==> config.mk <==
export PLATFORM = sky130hd
export DESIGN_NAME = serial_subtractor
export DESIGN_NICKNAME = d
export VERILOG_FILES = /design/src/rtl/serial_subtractor.sv
export SDC_FILE = /design/constraint.sdc
export NUM_CORES = 1
export LEC_CHECK = 0
export CORE_MARGIN = 4
export CORE_UTILIZATION = 40
export DETAILED_ROUTE_END_ITERATION = 8
export SKIP_CTS_REPAIR_TIMING = 1
export SLEW_MARGIN = 20
export SYNTH_ARGS = -nofsm -noshare
export SYNTH_HDL_FRONTEND = slang
export SYNTH_SLANG_ARGS = --single-unit
==> constraint.sdc <==
create_clock -name clk -period 3.3 [get_ports clk]
set_clock_uncertainty 0.2 [all_clocks]
set_input_delay 0.66 -clock clk [delete_from_list [all_inputs] [get_ports clk]]
set_output_delay 0.66 -clock clk [all_outputs]
set_load 0.02 [all_outputs]
==> src/rtl/serial_subtractor.sv <==
// serial_subtractor: bit-serial unsigned subtractor, LSB first.
// Computes d = a - b - bin (mod 2^WIDTH) and the borrow-out over WIDTH
// shift cycles, then presents the result with a one-cycle done pulse.
// Optional macro SERIAL_SUB_OVF_EN adds a signed-overflow output ovf.
module serial_subtractor #(
    parameter int WIDTH = 4
) (
    input  logic             clk,
    input  logic             rst_n,
    input  logic             start,
    input  logic [WIDTH-1:0] a,
    input  logic [WIDTH-1:0] b,
    input  logic             bin,
    output logic             busy,
    output logic             done,
    output logic [WIDTH-1:0] d,
    output logic             bout
`ifdef SERIAL_SUB_OVF_EN
    ,
    output logic             ovf
`endif
);

    localparam int CW = $clog2(WIDTH + 1);

    typedef enum logic [1:0] {
        IDLE  = 2'd0,
        SHIFT = 2'd1,
        DONE  = 2'd2
    } state_t;

    state_t          state;
    logic [WIDTH-1:0] ra;
    logic [WIDTH-1:0] rb;
    logic             borrow;
    // Result register holds the WIDTH-1 bits already produced; the bit
    // computed on the final shift completes it, so no stale bit is kept.
    logic [WIDTH-2:0] sr;
    logic [CW-1:0]    cnt;
`ifdef SERIAL_SUB_OVF_EN
    logic             a_msb;
    logic             b_msb;
`endif

    logic             dbit;
    logic             nborrow;
    logic [WIDTH-1:0] res;

    // One full-subtractor step on the current LSBs plus the shifted result
    always_comb begin
        dbit    = ra[0] ^ rb[0] ^ borrow;
        nborrow = (~ra[0] & rb[0]) | (~(ra[0] ^ rb[0]) & borrow);
        res     = {dbit, sr};
    end

    // Control FSM, datapath shift registers and registered outputs
    always_ff @(posedge clk or negedge rst_n) begin
        if (!rst_n) begin
            state  <= IDLE;
            ra     <= '0;
            rb     <= '0;
            borrow <= 1'b0;
            sr     <= '0;
            cnt    <= '0;
            busy   <= 1'b0;
            done   <= 1'b0;
            d      <= '0;
            bout   <= 1'b0;
`ifdef SERIAL_SUB_OVF_EN
            a_msb  <= 1'b0;
            b_msb  <= 1'b0;
            ovf    <= 1'b0;
`endif
        end else begin
            case (state)
                IDLE, DONE: begin
                    done <= 1'b0;
                    if (start) begin
                        ra     <= a;
                        rb     <= b;
                        borrow <= bin;
                        cnt    <= '0;
`ifdef SERIAL_SUB_OVF_EN
                        a_msb  <= a[WIDTH-1];
                        b_msb  <= b[WIDTH-1];
`endif
                        busy   <= 1'b1;
                        state  <= SHIFT;
                    end else begin
                        busy   <= 1'b0;
                        state  <= IDLE;
                    end
                end
                SHIFT: begin
                    ra     <= ra >> 1;
                    rb     <= rb >> 1;
                    borrow <= nborrow;
                    sr     <= res[WIDTH-1:1];
                    cnt    <= cnt + CW'(1);
                    if (cnt == CW'(WIDTH - 1)) begin
                        d     <= res;
                        bout  <= nborrow;
`ifdef SERIAL_SUB_OVF_EN
                        ovf   <= (a_msb != b_msb) && (dbit != a_msb);
`endif
                        done  <= 1'b1;
                        state <= DONE;
                    end
                end
                default: begin
                    busy  <= 1'b0;
                    done  <= 1'b0;
                    state <= IDLE;
                end
            endcase
        end
    end

endmodule

==> results of run 1 <==
-- sequential cells by signal (all words and copies together) (netlist names), 3 cells and up --
signal and cells:
cnt 3, d 4, ra 4, rb 4
sr 3
-- worst max-delay path by stage --
stage,depth (start not counted),slack (ns),endpoint,startpoint
floorplan,4,1.75,d[0],cnt[0]
global placement,4,0.96,borrow,start
CTS,1,0.59,done,done
finish,1,0.63,done,done
detailed placement,4,0.94,rb[1],start
global route,1,0.54,done,done
-- cells in the final DEF, fill, tap and decap left out, types with 3 or more instances in the layout --
cell type and instances:
o21ai_0 4, a21oi_1 7, inv_1 5, mux2_2 9, mux2i_1 9, clkbuf_4 3, clkdlybuf4s50_1 18, a22o_1 3
a211oi_1 7, nand2_1 3, nor2b_1 7, dfrtp_1 23
-- power groups by stage --
stage	clock network [µW]	registers (µW)	logic (µW)
after detailed placement	0	559	523
after global routing	145	576	575
final	129	551	514
after floorplan	0	539	376
after global placement	0	556	514
after CTS	136	553	525
-- layer usage --
layer,GRT usage,share of wire
met4,0.0279,0.0082
met5,0,0
met3,0.0447,0.051
met1,0.154,0.49
met2,0.173,0.45
-- kinds of logic (layout without fill, tap and decap cells) --
family,after synthesis,count (layout),share of synthesized area
DFF,23,23,0.519
AOI/OAI and AO/OA,21,21,0.121
muxes,18,18,0.173
and+or+nand+nor,16,16,0.0937
buffers and inverters,10,28,0.0451
adders and majority gates,3,3,0.0406
xor gates and xnor gates,1,1,0.00790
-- metrics by stage --
stage / setup slack (ns) / cells / total power [µW] / hold WS [ns]
finish: 0.629 / 140 / 1190 / 0.296
floorplan: 1.75 / 92 / 916 / 0.164
detailed placement: 0.937 / 136 / 1080 / 0.278
global placement: 0.960 / 136 / 1070 / 0.264
CTS: 0.590 / 140 / 1210 / 0.307
global route: 0.536 / 140 / 1300 / 0.326
-- layout make-up --
type | instances | area [µm²] | area share
clock buffer | 4 | 26.3 | 0.0198
inverter | 5 | 18.8 | 0.0141
multi-input combinational | 59 | 483 | 0.363
sequential | 23 | 576 | 0.433
tap | 30 | 37.5 | 0.0282
timing repair buffer | 19 | 188 | 0.141
==> results.txt, run 1 <==
Run status = complete, no violations
Antenna-violating nets left = 0
First-pass GRT wire length = 3.09 mm
Minimum clock period = 2.67 ns
Max-slew violation count = 0
Sequential area share after synthesis = 0.519
Sequential power share = 0.461
H-tree depth = 1
Initial antenna violation count = 0
Startpoint of the worst hold path = bout
Root Buffer = clkbuf_4
TritonCTS Buffers = 3
Io pins = 19
Final Cell Area = 1330 µm²
Final hold vios = 0
Predominant post-synthesis flop cell = dfrtp_1
Area contributors post-synth = dfrtp_1, mux2_2, mux2i_1, a211oi_1, nor2b_1
Setup_tns = 0 ns
Max cap viols = 0
Vias = 720
Placer Congestion = 0.707
Largest area contributor in the synthesized netlist = dfrtp_1
Slew margin rel. = 0.494
Worst setup SP type = flip-flop
Setup violators final = 0
Diode count = 0
Final core occ = 0.518
Max Fclk = 374 MHz
Die Ht = 60.6 µm
HP Class = reg -> reg
Leakage = 0.000573 µW
Worst r2r src = state[0]
Register-to-Register Path Depth = 2
RSZ-0062 raised after global routing = false
TritonRoute pass-1 iters = 3
Top-count cell post-synth = dfrtp_1
HPWL Detailed = 1.26 mm
Die Area = 3680 µm²
Overall global routing resource usage = 0.114
Syn_nets = 107
Die X = 60.6 µm
CP bufs+invs = 1
Sw frac = 0.360
Clk buf depth = 2
Placed cell area = 1300 µm²
Sw Pwr = 429 µW
DRT iter0 DRCs = 15
Peak per-stage delay on the critical path = 0.78 ns
Post-synthesis async set-or-reset flop share = 1.00
Nets = 126
Mapped Cells = 92
Layout cell share with drive strength beyond 1 = 0.136
Peak VDD IR = 0.537 mV
Starting Density = 0.432
Post-synth top area share = 0.519
CTS sink count = 23
Ranking of synthesized cells by instance count = dfrtp_1, mux2_2, mux2i_1
Internal power = 765 µW
Post-DR wirelength/cell = 13.1 µm
Post-synth EDFFs = 0
Critical path's slowest cell = dfrtp_1
Area grow syn2layout = 19.9%
Post-Route WL = 1.84 mm
YS warnings = 0
DRC = 0
Worst-Skew Late Latency = 0.31 ns
TritonCTS clock tree = built
Worst-Margin Slew = 0.760 ns
Worst-path maximum fanout = 15
Core Region = 2570 µm²
Syn Std Cell Area = 1110 µm²
CP cell instances = clkdlybuf4s50_1
Fillers = 245
WP data required = 2.44 ns
R2r endpoint = sr[1]
Hold depth = 2
Critical path's top delay family = flip-flops
Hold Crit Endpoint = bout
Power Density = 898 nW/µm²
Reg2Reg Setup Slack = 1.40 ns
Clock slew seen by the registers of the worst setup and hold paths = 0.12 ns
Combinational share of power = 0.431
Final Cycle Share = 0.809
Setup CP Type = reg -> out
Routed vias/inst = 5.14
Port Buf Inserts = 18
Clock network fraction of total power = 0.108
Synth Register Bits = 23
CP endpoint kind = primary output
Vias in the first global route = 686
Post-synth cell types = 22
Synthesized area per cell = 12.0 µm²
Maximum number of pins on one net before global-route repair = 26
CP arrival = 1.81 ns
Site Rows = 18
GRT overflow = 0
(Power assumes the default switching activity.)
==> run 2, diff against run 1 <==
--- a/config.mk
+++ b/config.mk
@@ -8,6 +8,7 @@
 export CORE_MARGIN = 4
 export CORE_UTILIZATION = 40
 export DETAILED_ROUTE_END_ITERATION = 8
+export PLACE_DENSITY = 0.66
 export SKIP_CTS_REPAIR_TIMING = 1
 export SLEW_MARGIN = 20
 export SYNTH_ARGS = -nofsm -noshare
==> constraint.sdc (replaced) <==
create_clock -name clk -period 2.4 [get_ports clk]
set_clock_uncertainty 0.2 [all_clocks]
set_input_delay 0.48 -clock clk [delete_from_list [all_inputs] [get_ports clk]]
set_output_delay 0.48 -clock clk [all_outputs]
set_load 0.02 [all_outputs]
==> results.txt, run 2 (synthesis gave the netlist of run 1 again) <==
Fillers = 246 (+0.41%)
Nets = 129 (+2.4%)
HPWL Detailed = 1.39 mm (+11%)
CP bufs+invs = 1 (unchanged)
Final hold vios = 0 (unchanged)
Worst r2r src = cnt[0]
Register-to-Register Path Depth = 4 (+2)
Maximum number of pins on one net before global-route repair = 24 (-7.7%)
Worst setup SP type = flip-flop
Routed vias/inst = 5.25 (+2.1%)
First-pass GRT wire length = 3.32 mm (+7.3%)
Final total power = 1670 µW (+40%)
Peak per-stage delay on the critical path = 0.61 ns (-0.17 ns)
Die Ht = 60.6 µm (unchanged)
Max Fclk = 508 MHz
Die X = 60.6 µm (unchanged)
Site Rows = 18 (unchanged)
Commonest non-fill, non-tap cell in the layout = dfrtp_1
RSZ-0062 raised after global routing = false
Power Density = 1240 nW/µm² (+37%)
Final Cycle Share = 0.821
Placer Congestion = 0.717 (+1.4%)
Setup_tns = 0 ns (unchanged)
Worst setup path endpoint = d[2]
Die Area = 3680 µm² (unchanged)
Post-Route WL = 1.90 mm (+3.3%)
Root Buffer = clkbuf_4
CP arrival = 1.29 ns (-0.52 ns)
Setup CP Type = reg -> out
DRT iter0 DRCs = 6 (-9)
Critical path's top delay family = buffers and inverters
Top flop regs = d: 4 flops, ra: 4 flops, rb: 4 flops
H-tree depth = 1 (unchanged)
Peak VDD IR = 0.665 mV (+24%)
Worst Setup SP = d[2]
Slew margin rel. = 0.696 (+0.202)
TritonRoute pass-1 iters = 4 (+1)
CTS sink count = 23 (unchanged)
CP endpoint kind = primary output
WP depth = 1 (unchanged)
Minimum clock period = 1.97 ns
Most frequent cells in the layout = dfrtp_1, clkdlybuf4s50_1, mux2i_1, mux2_2
Setup violators final = 0 (unchanged)
TritonCTS clock tree = built
Critical path's slowest cell = clkdlybuf4s50_1
Vias in the first global route = 772 (+13%)
Clk buf depth = 2 (unchanged)
Worst-path maximum fanout = 2 (-13)
Post-DR wirelength/cell = 13.3 µm (+1.2%)
Run status = complete, no violations
Io pins = 19 (unchanged)
GRT overflow = 0 (unchanged)
R2r endpoint = d[3]
Reg2Reg Setup Slack = 0.75 ns (-0.65 ns)
Core Region = 2570 µm² (unchanged)
WP data required = 1.72 ns (-0.72 ns)
Port Buf Inserts = 18 (unchanged)
Layout cell share with drive strength beyond 1 = 0.168 (+0.0318)
Worst-Margin Slew = 0.456 ns (-0.303 ns)
DRC = 0 (unchanged)
CP cell instances = clkdlybuf4s50_1
Leakage = 0.000590 µW (+3.1%)
Max cap viols = 0 (unchanged)
Worst-Skew Late Latency = 0.30 ns (about the same)
Area grow syn2layout = 22.0%
Starting Density = 0.432 (unchanged)
TritonCTS Buffers = 3 (unchanged)
Diode count = 0 (unchanged)
Overall global routing resource usage = 0.122 (+0.00756)
HP Class = in -> async
Clock slew seen by the registers of the worst setup and hold paths = 0.12 ns (about the same)
Initial antenna violation count = 0 (unchanged)
Vias = 751 (+4.3%)
Antenna-violating nets left = 0 (unchanged)
Max-slew violation count = 0 (unchanged)
[run 2: cell types whose count changed in the layout (fill, tap and decap cells not counted)]
cell and change:
clkinv_2 +1, clkbuf_1 -1, buf_4 +3
[run 2: area by class of cell]
class | count | area [µm²] | share of cell area
clock buffer | 3 | 22.5 | 0.0167
tap | 30 | 37.5 | 0.0278
timing repair buffer | 22 | 210 | 0.155
multi-input combinational | 59 | 483 | 0.357
clock inverter | 1 | 5.00 | 0.00370
inverter | 5 | 18.8 | 0.0139
sequential | 23 | 576 | 0.426
[run 2: power by group]
group / leakage [µW] / internal [µW] / switching (µW)
registers: 0.000279 / 573 / 141
clock network: 0.0000177 / 62.1 / 112
logic: 0.000294 / 432 / 350
total: 0.000590 / 1070 / 603
[run 2: how the worst min path moves through the flow]
| stage | slack (ns) | start | endpoint | cells past startpoint |
|---|---|---|---|---|
| finish | 0.30 | rst_n | rb[1] | 2 |
| global route | 0.31 | rst_n | done | 2 |
| global placement | 0.26 | busy | busy | 2 |
| detailed placement | 0.27 | busy | busy | 2 |
| CTS | 0.30 | rst_n | rb[2] | 2 |
| floorplan | -0.02 | rst_n | borrow | 0 |
[run 2: metal layers]
metal	global-route usage	vias to the layer above	part of all wire
met5	0	-	0
met1	0.154	372	0.46
met3	0.0277	2	0.034
li1	-	369	-
met2	0.202	8	0.50
met4	0.0464	0	0.0042
[run 2: through the flow]
| stage | area, µm² | hold WS (ns) | cells | utilization | setup slack [ns] |
|---|---|---|---|---|---|
| 2_1_floorplan | 1110 | -0.0156 | 92 | - | 0.848 |
| 3_3_place_gp | 1330 | 0.263 | 139 | 0.516 | 0.581 |
| 3_5_place_dp | 1330 | 0.273 | 139 | 0.516 | 0.561 |
| 4_1_cts | 1350 | 0.302 | 143 | 0.527 | 0.400 |
| 5_1_grt | 1350 | 0.312 | 143 | 0.527 | 0.357 |
| 6_report | 1350 | 0.296 | 143 | 0.527 | 0.430 |
